File: config.mk
export PLATFORM = sky130hd
export DESIGN_NAME = multicycle_alu_flat
export DESIGN_NICKNAME = d
export VERILOG_FILES = /design/src/rtl/multicycle_alu_if.sv /design/src/rtl/multicycle_alu.sv /design/src/flat_wrapper.sv
export SDC_FILE = /design/constraint.sdc
export NUM_CORES = 1
export LEC_CHECK = 0
export ABC_AREA = 0
export CAP_MARGIN = 10
export CORE_MARGIN = 2
export CORE_UTILIZATION = 34
export CTS_BUF_LIST = sky130_fd_sc_hd__clkbuf_8
export CTS_CLUSTER_DIAMETER = 200
export CTS_CLUSTER_SIZE = 25
export DETAILED_ROUTE_END_ITERATION = 6
export MAX_ROUTING_LAYER = met4
export SLEW_MARGIN = 20
export SYNTH_ARGS = -nofsm -noshare
export SYNTH_HDL_FRONTEND = slang
export SYNTH_SLANG_ARGS = --single-unit
File: constraint.sdc
create_clock -name clk -period 5.2 [get_ports clk]
set_input_delay 1.04 -clock clk [delete_from_list [all_inputs] [get_ports clk]]
set_output_delay 1.04 -clock clk [all_outputs]
set_load 0.01 [all_outputs]
File: src/rtl/multicycle_alu_if.sv
// Request/response bundle between the register-read stage and the multicycle ALU.
// The master side issues operations and consumes results; the ALU is the slave.
interface multicycle_alu_if #(
    parameter int WIDTH = 32
);
    logic             in_valid;
    logic             in_ready;
    logic [3:0]       alu_control;
    logic [WIDTH-1:0] data1;
    logic [WIDTH-1:0] data2;
    logic             out_valid;
    logic             out_ready;
    logic [WIDTH-1:0] alu_result;
    logic             zero_flag;
    logic             negative_flag;
    logic             carry_flag;
    logic             overflow_flag;
    logic             illegal_op;

    modport master (
        output in_valid, alu_control, data1, data2, out_ready,
        input  in_ready, out_valid, alu_result, zero_flag, negative_flag,
               carry_flag, overflow_flag, illegal_op
    );

    modport slave (
        input  in_valid, alu_control, data1, data2, out_ready,
        output in_ready, out_valid, alu_result, zero_flag, negative_flag,
               carry_flag, overflow_flag, illegal_op
    );
endinterface

File: src/rtl/multicycle_alu.sv
// Registered ALU with valid/ready handshakes: single-cycle ops finish in one edge,
// MUL iterates one shift-add step per edge and stalls the front end meanwhile.
module multicycle_alu #(
    parameter int WIDTH = 32
) (
    input  logic                 clk,
    input  logic                 reset_n,
    multicycle_alu_if.slave      bus
);
    localparam int SHAMT_W = $clog2(WIDTH);

    localparam logic [1:0] IDLE = 2'b00;
    localparam logic [1:0] MUL  = 2'b01;
    localparam logic [1:0] DONE = 2'b10;

    localparam logic [3:0] OP_ADD  = 4'b0010;
    localparam logic [3:0] OP_SUB  = 4'b1010;
    localparam logic [3:0] OP_CBZ  = 4'b0111;
    localparam logic [3:0] OP_CBNZ = 4'b1111;
    localparam logic [3:0] OP_AND  = 4'b0110;
    localparam logic [3:0] OP_ORR  = 4'b0100;
    localparam logic [3:0] OP_EOR  = 4'b1001;
    localparam logic [3:0] OP_NOR  = 4'b0101;
    localparam logic [3:0] OP_NAND = 4'b1100;
    localparam logic [3:0] OP_MOV  = 4'b1101;
    localparam logic [3:0] OP_LSL  = 4'b0011;
    localparam logic [3:0] OP_LSR  = 4'b1011;
    localparam logic [3:0] OP_MUL  = 4'b1000;

    logic [1:0]         state_q;
    logic [WIDTH-1:0]   result_q;
    logic               z_q, n_q, c_q, v_q, ill_q;
    logic [2*WIDTH-1:0] mcand_q, acc_q, acc_step;
    logic [WIDTH-1:0]   mplier_q;
    logic [SHAMT_W-1:0] cnt_q;

    logic [WIDTH-1:0]   res;
    logic [WIDTH:0]     sum, diff;
    logic               z, n, c, v, ill;
    logic [SHAMT_W-1:0] shamt;

    assign shamt = bus.data2[SHAMT_W-1:0];
    assign sum   = {1'b0, bus.data1} + {1'b0, bus.data2};
    // Carry out of A + ~B + 1 is the "no borrow" indication.
    assign diff  = {1'b0, bus.data1} + {1'b0, ~bus.data2} + (WIDTH+1)'(1);

    // NOTE: every variable gets a default before the case so no latch is inferred.
    always_comb begin
        res = '0;
        c   = 1'b0;
        v   = 1'b0;
        ill = 1'b0;
        unique case (bus.alu_control)
            OP_ADD: begin
                res = sum[WIDTH-1:0];
                c   = sum[WIDTH];
                v   = (bus.data1[WIDTH-1] == bus.data2[WIDTH-1]) && (res[WIDTH-1] != bus.data1[WIDTH-1]);
            end
            OP_SUB: begin
                res = diff[WIDTH-1:0];
                c   = diff[WIDTH];
                v   = (bus.data1[WIDTH-1] != bus.data2[WIDTH-1]) && (res[WIDTH-1] != bus.data1[WIDTH-1]);
            end
            OP_CBZ, OP_CBNZ: res = bus.data2;
            OP_AND:  res = bus.data1 & bus.data2;
            OP_ORR:  res = bus.data1 | bus.data2;
            OP_EOR:  res = bus.data1 ^ bus.data2;
            OP_NOR:  res = ~(bus.data1 | bus.data2);
            OP_NAND: res = ~(bus.data1 & bus.data2);
            OP_MOV:  res = bus.data1;
            OP_LSL:  res = bus.data1 << shamt;
            OP_LSR:  res = bus.data1 >> shamt;
            OP_MUL:  res = '0;
            default: ill = 1'b1;
        endcase
        // Branch opcodes redefine the zero flag as their test on operand B.
        if (bus.alu_control == OP_CBZ)       z = (bus.data2 == '0);
        else if (bus.alu_control == OP_CBNZ) z = (bus.data2 != '0);
        else                                 z = (res == '0);
        n = res[WIDTH-1];
    end

    assign acc_step = acc_q + (mplier_q[0] ? mcand_q : '0);

    // NOTE: sequential state uses non-blocking assignments so every register
    // samples pre-edge values regardless of statement order.
    always_ff @(posedge clk or negedge reset_n) begin
        if (!reset_n) begin
            state_q  <= IDLE;
            result_q <= '0;
            z_q      <= 1'b0;
            n_q      <= 1'b0;
            c_q      <= 1'b0;
            v_q      <= 1'b0;
            ill_q    <= 1'b0;
            mcand_q  <= '0;
            mplier_q <= '0;
            acc_q    <= '0;
            cnt_q    <= '0;
        end else begin
            case (state_q)
                IDLE: if (bus.in_valid) begin
                    if (bus.alu_control == OP_MUL) begin
                        mcand_q  <= {{WIDTH{1'b0}}, bus.data1};
                        mplier_q <= bus.data2;
                        acc_q    <= '0;
                        cnt_q    <= '0;
                        state_q  <= MUL;
                    end else begin
                        result_q <= res;
                        z_q      <= z;
                        n_q      <= n;
                        c_q      <= c;
                        v_q      <= v;
                        ill_q    <= ill;
                        state_q  <= DONE;
                    end
                end
                MUL: begin
                    acc_q    <= acc_step;
                    mcand_q  <= mcand_q << 1;
                    mplier_q <= mplier_q >> 1;
                    cnt_q    <= cnt_q + SHAMT_W'(1);
                    if (cnt_q == SHAMT_W'(WIDTH-1)) begin
                        result_q <= acc_step[WIDTH-1:0];
                        z_q      <= (acc_step[WIDTH-1:0] == '0);
                        n_q      <= acc_step[WIDTH-1];
                        c_q      <= 1'b0;
                        v_q      <= |acc_step[2*WIDTH-1:WIDTH];
                        ill_q    <= 1'b0;
                        state_q  <= DONE;
                    end
                end
                DONE: if (bus.out_ready) state_q <= IDLE;
                default: state_q <= IDLE;
            endcase
        end
    end

    assign bus.in_ready      = (state_q == IDLE);
    assign bus.out_valid     = (state_q == DONE);
    assign bus.alu_result    = result_q;
    assign bus.zero_flag     = z_q;
    assign bus.negative_flag = n_q;
    assign bus.carry_flag    = c_q;
    assign bus.overflow_flag = v_q;
    assign bus.illegal_op    = ill_q;
endmodule

File: src/flat_wrapper.sv
// flat-port wrapper written by rule: the top's interface ports become plain ports
module multicycle_alu_flat 
#(
    parameter int WIDTH = 32
)
  (clk, reset_n, bus_in_valid, bus_alu_control, bus_data1, bus_data2, bus_out_ready, bus_in_ready, bus_out_valid, bus_alu_result, bus_zero_flag, bus_negative_flag, bus_carry_flag, bus_overflow_flag, bus_illegal_op);
  multicycle_alu_if #(.WIDTH(WIDTH)) bus_i ();
  input  logic clk;
  input  logic reset_n;
  input wire logic [$bits(bus_i.in_valid)-1:0] bus_in_valid;
  input wire logic [$bits(bus_i.alu_control)-1:0] bus_alu_control;
  input wire logic [$bits(bus_i.data1)-1:0] bus_data1;
  input wire logic [$bits(bus_i.data2)-1:0] bus_data2;
  input wire logic [$bits(bus_i.out_ready)-1:0] bus_out_ready;
  output wire logic [$bits(bus_i.in_ready)-1:0] bus_in_ready;
  output wire logic [$bits(bus_i.out_valid)-1:0] bus_out_valid;
  output wire logic [$bits(bus_i.alu_result)-1:0] bus_alu_result;
  output wire logic [$bits(bus_i.zero_flag)-1:0] bus_zero_flag;
  output wire logic [$bits(bus_i.negative_flag)-1:0] bus_negative_flag;
  output wire logic [$bits(bus_i.carry_flag)-1:0] bus_carry_flag;
  output wire logic [$bits(bus_i.overflow_flag)-1:0] bus_overflow_flag;
  output wire logic [$bits(bus_i.illegal_op)-1:0] bus_illegal_op;
  assign bus_i.in_valid = bus_in_valid;
  assign bus_i.alu_control = bus_alu_control;
  assign bus_i.data1 = bus_data1;
  assign bus_i.data2 = bus_data2;
  assign bus_i.out_ready = bus_out_ready;
  assign bus_in_ready = bus_i.in_ready;
  assign bus_out_valid = bus_i.out_valid;
  assign bus_alu_result = bus_i.alu_result;
  assign bus_zero_flag = bus_i.zero_flag;
  assign bus_negative_flag = bus_i.negative_flag;
  assign bus_carry_flag = bus_i.carry_flag;
  assign bus_overflow_flag = bus_i.overflow_flag;
  assign bus_illegal_op = bus_i.illegal_op;
  multicycle_alu #(.WIDTH(WIDTH)) u_core (.clk(clk), .reset_n(reset_n), .bus(bus_i));
endmodule
## Yosys cells after proc, flatten, opt, wreduce, memory -nomap -nowiden

Cells that the tools add are included.

- Bitwise logic cells: 6
- Shifts and indexed selects: 2
- Add/sub/neg operators: 5
- Equal/unequal tests: 25
- Reductions and logical operators: 14
- Muxes and demuxes: 47

Operators by type and width:

| operator | count |
|---|---|
| $pmux 32 s11 | 1 |
| $mux 64 | 5 |
| $pmux 64 s2 | 2 |
| $mux 32 | 5 |
| $pmux 32 s2 | 2 |
| $logic_not 32->1 | 3 |
| $not 32->32 | 3 |
| $add 32x32->33 | 2 |
| $add 64x64->64 | 1 |
| $add 33x1->33 const B | 1 |
| $and 32x32->32 | 1 |
| $or 32x32->32 | 1 |
| $reduce_bool 32->1 | 1 |
| $reduce_or 32->1 | 1 |
| $shl 32x5->32 | 1 |
| $shr 32x5->32 | 1 |
| $xor 32x32->32 | 1 |
| $eq 4x4->1 const B | 7 |
| $mux 1 | 17 |
| $eq 4x3->1 const B | 4 |
| $pmux 1 s2 | 7 |
| $reduce_or 12->1 | 1 |
| $mux 5 | 2 |
| $pmux 5 s2 | 1 |
| 17 further kinds | 28 |

- Bits in registers: 204
- Word-level logic and storage cells: 110

## Longest topological paths before layout

Gate-level depths: netlist of run 1.

- Depth in word-level cells: 10
- Gate-level depth with buffers: 18
- Depth with buffers taken out: 15

## Least setup slack after synthesis of run 1

OpenSTA, ideal clock, no wires.

- Kind: input to register
- Start point: input bus_data2[2]
- End point: register u_core.z_q (netlist: u_core.bus.zero_flag)
- Data arrival time: 5.133 ns
- Path buffers: 3
- Stages on the path: 16
- Setup slack: -0.025 ns
- Path through: inv_1 -> clkbuf_1 -> clkbuf_1 -> buf_1 -> ha_1 -> or2_1 -> a311oi_2 -> or3_4 -> a2111o_4 -> a211oi_4 -> o41ai_2 -> o21ai_4 -> a221oi_1 -> o221ai_2 -> or4_1 -> o31ai_2

- Cells in the longest elaborated chain, start to end: 10

Ends and longest elaborated chain:

| element | line | text |
|---|---|---|
| start, declared | flat_wrapper.sv:13 | `input wire logic [$bits(bus_i.data2)-1:0] bus_data2;` |
| $not 32->32 | multicycle_alu.sv:45 | `assign diff = {1'b0, bus.data1} + {1'b0, ~bus.data2} + (WIDTH+1)'(1);` |
| $add 32x32->33 | multicycle_alu.sv:45 |  |
| $add 33x1->33 | multicycle_alu.sv:45 |  |
| $pmux 32 s11 | multicycle_alu.sv:53 | `unique case (bus.alu_control)` |
| $logic_not 32->1 | multicycle_alu.sv:79 | `else z = (res == '0);` |
| $mux 1 | multicycle_alu.sv:78 | `else if (bus.alu_control == OP_CBNZ) z = (bus.data2 != '0);` |
| $mux 1 (*) | multicycle_alu.sv:77 | `if (bus.alu_control == OP_CBZ) z = (bus.data2 == '0);` |
| $mux 1 (*) | multicycle_alu.sv:103 | `if (bus.alu_control == OP_MUL) begin` |
| $mux 1 (*) | multicycle_alu.sv:102 | `IDLE: if (bus.in_valid) begin` |
| $pmux 1 s2 (*) | multicycle_alu.sv:101 | `case (state_q)` |
| end signal, assigned | multicycle_alu.sv:111 | `z_q <= z;` |
| end signal, assigned | multicycle_alu.sv:126 | `z_q <= (acc_step[WIDTH-1:0] == '0);` |
| end, declared | multicycle_alu.sv:32 | `logic z_q, n_q, c_q, v_q, ill_q;` |

Every way passes the cells marked *; elsewhere a longest branch is shown, timed or not. The select of a mux whose other input is x is not followed.
A chain may end at the register's enable or synchronous reset.

## Final worst setup path of run 1

- Start point: register u_core.mplier_q[0]
- End point: register u_core.v_q (netlist: u_core.bus.overflow_flag)

- Cells in the longest elaborated chain, start to end: 5

Ends and longest elaborated chain:

| element | line | text |
|---|---|---|
| start, declared | multicycle_alu.sv:34 | `logic [WIDTH-1:0] mplier_q;` |
| start signal, assigned | multicycle_alu.sv:105 | `mplier_q <= bus.data2;` |
| start signal, assigned | multicycle_alu.sv:122 | `mplier_q <= mplier_q >> 1;` |
| $mux 64 | multicycle_alu.sv:83 | `assign acc_step = acc_q + (mplier_q[0] ? mcand_q : '0);` |
| $add 64x64->64 | multicycle_alu.sv:83 |  |
| $reduce_or 32->1 | multicycle_alu.sv:129 | `v_q <= \|acc_step[2*WIDTH-1:WIDTH];` |
| $mux 1 | multicycle_alu.sv:124 | `if (cnt_q == SHAMT_W'(WIDTH-1)) begin` |
| $pmux 1 s2 | multicycle_alu.sv:101 |  |
| end signal, assigned | multicycle_alu.sv:114 | `v_q <= v;` |
| end signal, assigned | multicycle_alu.sv:129 |  |
| end, declared | multicycle_alu.sv:32 |  |

Every way passes these cells. The select of a mux whose other input is x is not followed.

==> flow_metrics.tcl, run 1 <==
set metrics [dict create \
    clk_pin_slew_ps 160 \
    r2r_setup_slack_ps 300 \
    outcome "completed" \
    cts_setup_buffers 0 \
    cts_tree "yes" \
    die_area_um2 71550 \
    gp_congestion 1.071 \
    die_x_um 267.5 \
    async_reset_ff_share_pct 100.0 \
    cts_max_path_buffers 3 \
    cts_sinks 203 \
    crit_chain "and2_1 > ha_1 > fa_1 > a21oi_1 > o211a_1 > o211ai_1 > a221oi_2 > o21bai_1 > nor4b_1 > nor3_1 > nor4b_1 > nand4_1 > nor4_1 > buf_4 > nor2_1" \
    port_buffers 110 \
    finish.utilization_pct 40.40 \
    drive_gt1_share_pct 14.49 \
    grt_usage_pct 30.81 \
    avgRoutedWirePerCell_um 25.52 \
    maxCapViolations 0 \
    drv_slew 0 \
    maxSlewHeadroom_pct 28.66 \
    finClkSkew_ps 52.67 \
    crit_path_max_incr_delay_ps 740 \
    cp.required_ps 5720 \
    synth_top_area_share_pct 21.52 \
    hold-worst-slack_ps 410.5 \
    synthSimpleGateAreaFrac_pct 24.27 \
    cp_slowest_cell "a221oi_2" \
    cp-start-kind "flop" \
    post-dp-hpwl_um 86530 \
    ant_nets 0 \
    p_int_mw 5.099 \
    crit_buf_inv 1 \
    fmaxAchievable_ghz 0.2039 \
    powerDensity_nw_per_um2 362.2 \
    cp-startpoint "u_core.mplier_q[0]$_DFFE_PN0P_" \
    p_leak_nw 12.26 \
    nets 3583 \
    worstSetupPathDepth 15 \
    end_kind "flop" \
    synth.distinct_cells 106 \
    yosys.area_share.adder_pct 9.212 \
    rows 96 \
    critPathMaxFanout 7 \
    seq_area_um2 5080 \
    r2r_start "u_core.mplier_q[0]$_DFFE_PN0P_" \
    core_um2 68710 \
    syn_area_um2 23610 \
    seq_power_share_pct 27.1 \
    cts_resized 0 \
    min_period_ps 4904 \
    synth_top_family_by_area "compound AO/OA/AOI/OAI gates" \
    dr_total_vias 26000 \
    antenna_found_initial 1 \
    die_y_um 267.5 \
    p_sw_mw 4.956 \
    pwr-share-clk_pct 8.4 \
    fillers 7283 \
    tightestPinTransition_ps 1065 \
    synthTopCellsByCount "485 x nand2_1, 222 x nor2_1, 210 x a21oi_1" \
    combinationalPowerShare_pct 64.5 \
    numCtsBuffers 12 \
    yosys.area.top_type "dfrtp_1" \
    htreeDepth 1 \
    ctsHoldBuffers 0 \
    grt_pass1_wl_um 163100 \
    drt_iter0_drc 3073 \
    syn_avg_cell_area_um2 7.588 \
    ys_top_cells_by_area "dfrtp_1 22%, ha_1 9.0%, nand2_1 7.7%" \
    fin_area_um2 27760 \
    grt_overflow 0 \
    setup.worst_path.class "reg2reg" \
    first_pass_iters 5 \
    critPathTopFamily "simple AND/OR/NAND/NOR gates" \
    ff2ff_path_depth 15 \
    yosys_warnings 0 \
    synth_xor_area_share_pct 2.115 \
    worstPathArrival_ps 5430 \
    grt_pass1_vias 25170 \
    multi_input_area_um2 17160 \
    synth_compound_area_share_pct 28.29 \
    period_share_pct 94.31 \
    totalWireLength_um 109000 \
    crit_end "u_core.bus.overflow_flag$_DFFE_PN0P_" \
    drc 0 \
    crit_path_frequent_cell "nor4b_1" \
    place_area_um2 27550 \
    ys_seq_elements 203 \
    ys_seq_area_share_pct 21.52 \
    hold_viol 0 \
    initial_core_util_pct 34.36 \
    clock_latency_ps 620 \
    synthFlopType "dfrtp_1" \
    yosys-mux-area-fraction_pct 8.576 \
    regToRegEndpoint "u_core.bus.overflow_flag$_DFFE_PN0P_" \
    synth_most_common_cell "nand2_1" \
    syn_inst 3111 \
    grt_max_degree 88 \
    clock_tree.root_cell "clkbuf_8" \
    hp-class "in2async" \
    p_sw_share_pct 49.29 \
    vias_per_cell 6.085 \
    setup_viol 0 \
    io_pins 111 \
    synth_fp_nets 3355 \
    rsz0062_at_grt "false" \
    ir_worst_vdd_mv 0.2336 \
    synth-edff-count 0 \
    area_delta_synth_final_pct 17.60 \
]
[registers in the layout, summed over array words and instances (netlist names), 2 cells and up]
name                   count
u_core.acc_q              64
u_core.mcand_q            64
u_core.mplier_q           32
u_core.bus.alu_result     31
u_core.cnt_q               5
u_core.state_q             2
[worst min path at each step]
stage                                               start                               endpoint  slack, ps  cells after the start
floorplan                     u_core.acc_q[8]$_DFFE_PN0P_            u_core.acc_q[8]$_DFFE_PN0P_        450                      2
global placement    u_core.bus.alu_result[14]$_DFFE_PN0P_  u_core.bus.alu_result[14]$_DFFE_PN0P_        460                      1
detailed placement         u_core.mcand_q[48]$_DFFE_PN0P_         u_core.mcand_q[49]$_DFFE_PN0P_        470                      2
CTS                                               reset_n  u_core.bus.alu_result[14]$_DFFE_PN0P_        410                      1
global route                                      reset_n           u_core.acc_q[35]$_DFFE_PN0P_        420                      1
finish                                            reset_n  u_core.bus.alu_result[14]$_DFFE_PN0P_        410                      1
[logic make-up (layout without fill, tap and decap cells)]
kind of cell,after synthesis,count (layout)
fa+ha+maj,172,172
flops,203,203
xor+xnor,57,57
simple gates,1216,1216
mux,150,150
other cells,0,1
buf+inv,347,577
compound gates,966,966
[worst reg2reg max path: cells and delay by family, from the launching register on]
kind / cells / cell delay [ps]
fa+ha+maj: 2 / 640
simple gates: 7 / 1790
flops: 1 / 450
compound gates: 5 / 1750
buf+inv: 1 / 230
[cells in the final DEF, fill, tap and decap left out, drive strengths merged, types with 64 or more instances in the layout]
cell type / n
a21oi: 210
a22oi: 64
and2: 81
buf: 341
clkdlybuf4s50: 102
dfrtp: 203
ha: 169
inv: 118
mux2i: 83
nand2: 485
nand3: 122
nor2: 222
nor3: 69
o21ai: 169
[metal layers]
| metal | GRT usage [%] | vias to the layer above | part of all wire (%) |
|---|---|---|---|
| met5 | - | - | 0 |
| met1 | 39.64 | 12590 | 42 |
| li1 | - | 11940 | - |
| met2 | 49.59 | 1233 | 46 |
| met4 | 12.46 | 0 | 4.8 |
| met3 | 3.145 | 242 | 6.9 |
[per-stage QoR]
stage	total power, mW	cells	setup slack (ps)	TNS [ps]
after global routing	10.84	4273	90.08	0
after CTS	9.990	4272	304.3	0
after floorplan	6.852	3111	109.1	0
after global placement	9.110	4256	-170.0	-170.0
final	10.05	4273	295.7	0
after detailed placement	9.121	4256	-147.3	-147.3
[power groups by stage]
stage / combinational, mW / sequential [mW] / clock (mW)
2_1_floorplan: 4.20 / 2.65 / 0
3_3_place_gp: 6.36 / 2.75 / 0
3_5_place_dp: 6.37 / 2.75 / 0
4_1_cts: 6.39 / 2.72 / 0.873
5_1_grt: 7.09 / 2.81 / 0.929
6_report: 6.49 / 2.72 / 0.846
[area by class of cell]
cell class,instances,area share (%)
Antenna cell,1,0.009014
Multi-Input combinational cell,2561,61.82
Tap cell,931,4.196
Inverter,118,1.596
Clock inverter,3,0.1127
Timing Repair Buffer,443,13.32
Clock buffer,13,0.6445
Sequential cell,203,18.30
No activity file was read; power rests on OpenSTA's default activity.
==> run 2: changes to the inputs <==
--- a/config.mk
+++ b/config.mk
@@ -11,7 +11,7 @@
 export CORE_UTILIZATION = 34
 export CTS_BUF_LIST = sky130_fd_sc_hd__clkbuf_8
 export CTS_CLUSTER_DIAMETER = 200
-export CTS_CLUSTER_SIZE = 25
+export CTS_CLUSTER_SIZE = 8
 export DETAILED_ROUTE_END_ITERATION = 6
 export MAX_ROUTING_LAYER = met4
 export SLEW_MARGIN = 20
==> flow_metrics.tcl, run 2 (same netlist as run 1, synthesis figures left out) <==
set metrics [dict create \
    outcome "completed" \
    setup_viol 0 \
    p_leak_nw 12.36 \
    clock_tree.root_cell "clkbuf_8" \
    period_share_pct 94.47 \
    drv_slew 0 \
    cts_setup_buffers 0 \
    grt_overflow 0 \
    rsz0062_at_grt "false" \
    rows 96 \
    vias_per_cell 6.076 \
    total_power_mw 10.41 \
    gp_congestion 1.071 \
    htreeDepth 1 \
    avgRoutedWirePerCell_um 25.58 \
    totalWireLength_um 109700 \
    numCtsBuffers 29 \
    min_period_ps 4912 \
    cts_tree "yes" \
    r2r_setup_slack_ps 290 \
    ant_nets 0 \
    cts_resized 0 \
    die_x_um 267.5 \
    grt_usage_pct 30.98 \
    setup.worst_path.class "reg2reg" \
    cts_sinks 203 \
    grt_pass1_vias 25330 \
    ff2ff_path_depth 15 \
    hp-class "in2async" \
    clk_pin_slew_ps 70 \
    hold_viol 0 \
    die_y_um 267.5 \
    place_inst 4256 \
    tns_ps 0 \
    area_delta_synth_final_pct 18.47 \
    multi_input_area_um2 17160 \
    die_area_um2 71550 \
    cp-start-kind "flop" \
    drc 0 \
    layout_commonest_cell "nand2_1" \
    reg_top3 "u_core.acc_q: 64 flops, u_core.mcand_q: 64 flops, u_core.mplier_q: 32 flops" \
    layout_common_cells "485 x nand2_1, 324 x buf_4, 219 x nor2_1" \
    finClkSkew_ps 70.00 \
    fillers 7261 \
    core_um2 68710 \
    io_pins 111 \
    tightestPinTransition_ps 1048 \
    seq_area_um2 5080 \
    post-dp-hpwl_um 86530 \
    port_buffers 110 \
    drt_iter0_drc 2892 \
    dr_total_vias 26050 \
    clock_latency_ps 700 \
    maxCapViolations 0 \
    drive_gt1_share_pct 14.90 \
    regToRegEndpoint "u_core.bus.overflow_flag$_DFFE_PN0P_" \
    r2r_start "u_core.mplier_q[0]$_DFFE_PN0P_" \
    ctsHoldBuffers 0 \
    instances_no_fill 4287 \
    first_pass_iters 6 \
    cts_max_path_buffers 3 \
    grt_pass1_wl_um 163800 \
    worstPathArrival_ps 5470 \
    ir_worst_vdd_mv 0.2238 \
    critPathMaxFanout 63 \
    cp.required_ps 5760 \
    nets 3600 \
    maxSlewHeadroom_pct 29.86 \
    fmaxAchievable_ghz 0.2036 \
    powerDensity_nw_per_um2 372.3 \
    initial_core_util_pct 34.36 \
    antenna_found_initial 0 \
    end_kind "flop" \
    antennaDiodeCount 0 \
    grt_max_degree 88 \
]
==> run 2: critical path, cell delays in order, from the launching register on <==
cell and delay [ps]:
dfrtp_1 420, buf_12 190, and2_1 190, ha_1 450
nand4_1 210, nor4_1 620, and4_1 270, o21ai_0 200
and3_1 300, xnor2_1 330, o2111ai_1 280, nor4_1 450
nand4_1 200, nor4_1 390, buf_4 230, nor2_1 50
==> run 2: how the worst max path moves through the flow <==
| stage | start | end | slack, ps |
|---|---|---|---|
| final | u_core.mplier_q[0]$_DFFE_PN0P_ | u_core.bus.overflow_flag$_DFFE_PN0P_ | 290 |
| after global routing | u_core.mplier_q[0]$_DFFE_PN0P_ | u_core.bus.overflow_flag$_DFFE_PN0P_ | 120 |
| after CTS | u_core.mplier_q[0]$_DFFE_PN0P_ | u_core.bus.overflow_flag$_DFFE_PN0P_ | 330 |
| after detailed placement | bus_data2[2] | u_core.bus.zero_flag$_DFFE_PN0P_ | -150 |
| after global placement | bus_data1[0] | u_core.bus.zero_flag$_DFFE_PN0P_ | -170 |
| after floorplan | bus_data2[2] | u_core.bus.zero_flag$_DFFE_PN0P_ | 110 |
==> run 2: routing by layer <==
metal  GRT usage (%)  vias to the layer above  part of all wire (%)
met3           3.567                      262                   7.0
met2           49.94                     1203                    46
met1           39.53                    12620                    42
met5               -                        -                     0
li1                -                    11970                     -
met4           12.58                        0                   4.8
==> run 2: cell type report <==
cell class	count	share of cell area (%)
multi-input combinational	2561	61.37
sequential	203	18.16
timing repair buffer	443	13.23
tap	931	4.165
inverter	118	1.584
clock buffer	29	1.427
clock inverter	2	0.06711
==> run 2: through the flow <==
stage	util (%)	setup WS, ps	hold WS (ps)	cell area [um^2]
2_1_floorplan	-	109.1	452.4	23610
3_3_place_gp	40.10	-170.0	462.1	27550
3_5_place_dp	40.10	-147.3	468.4	27550
4_1_cts	40.70	328.4	350.0	27970
5_1_grt	40.70	120.3	388.1	27970
6_report	40.70	287.5	372.6	27970
==> run 2: power by group <==
group / internal, mW / switching, mW / total (mW)
logic: 2.61 / 3.87 / 6.48
registers: 2.26 / 0.474 / 2.73
clock network: 0.498 / 0.697 / 1.19
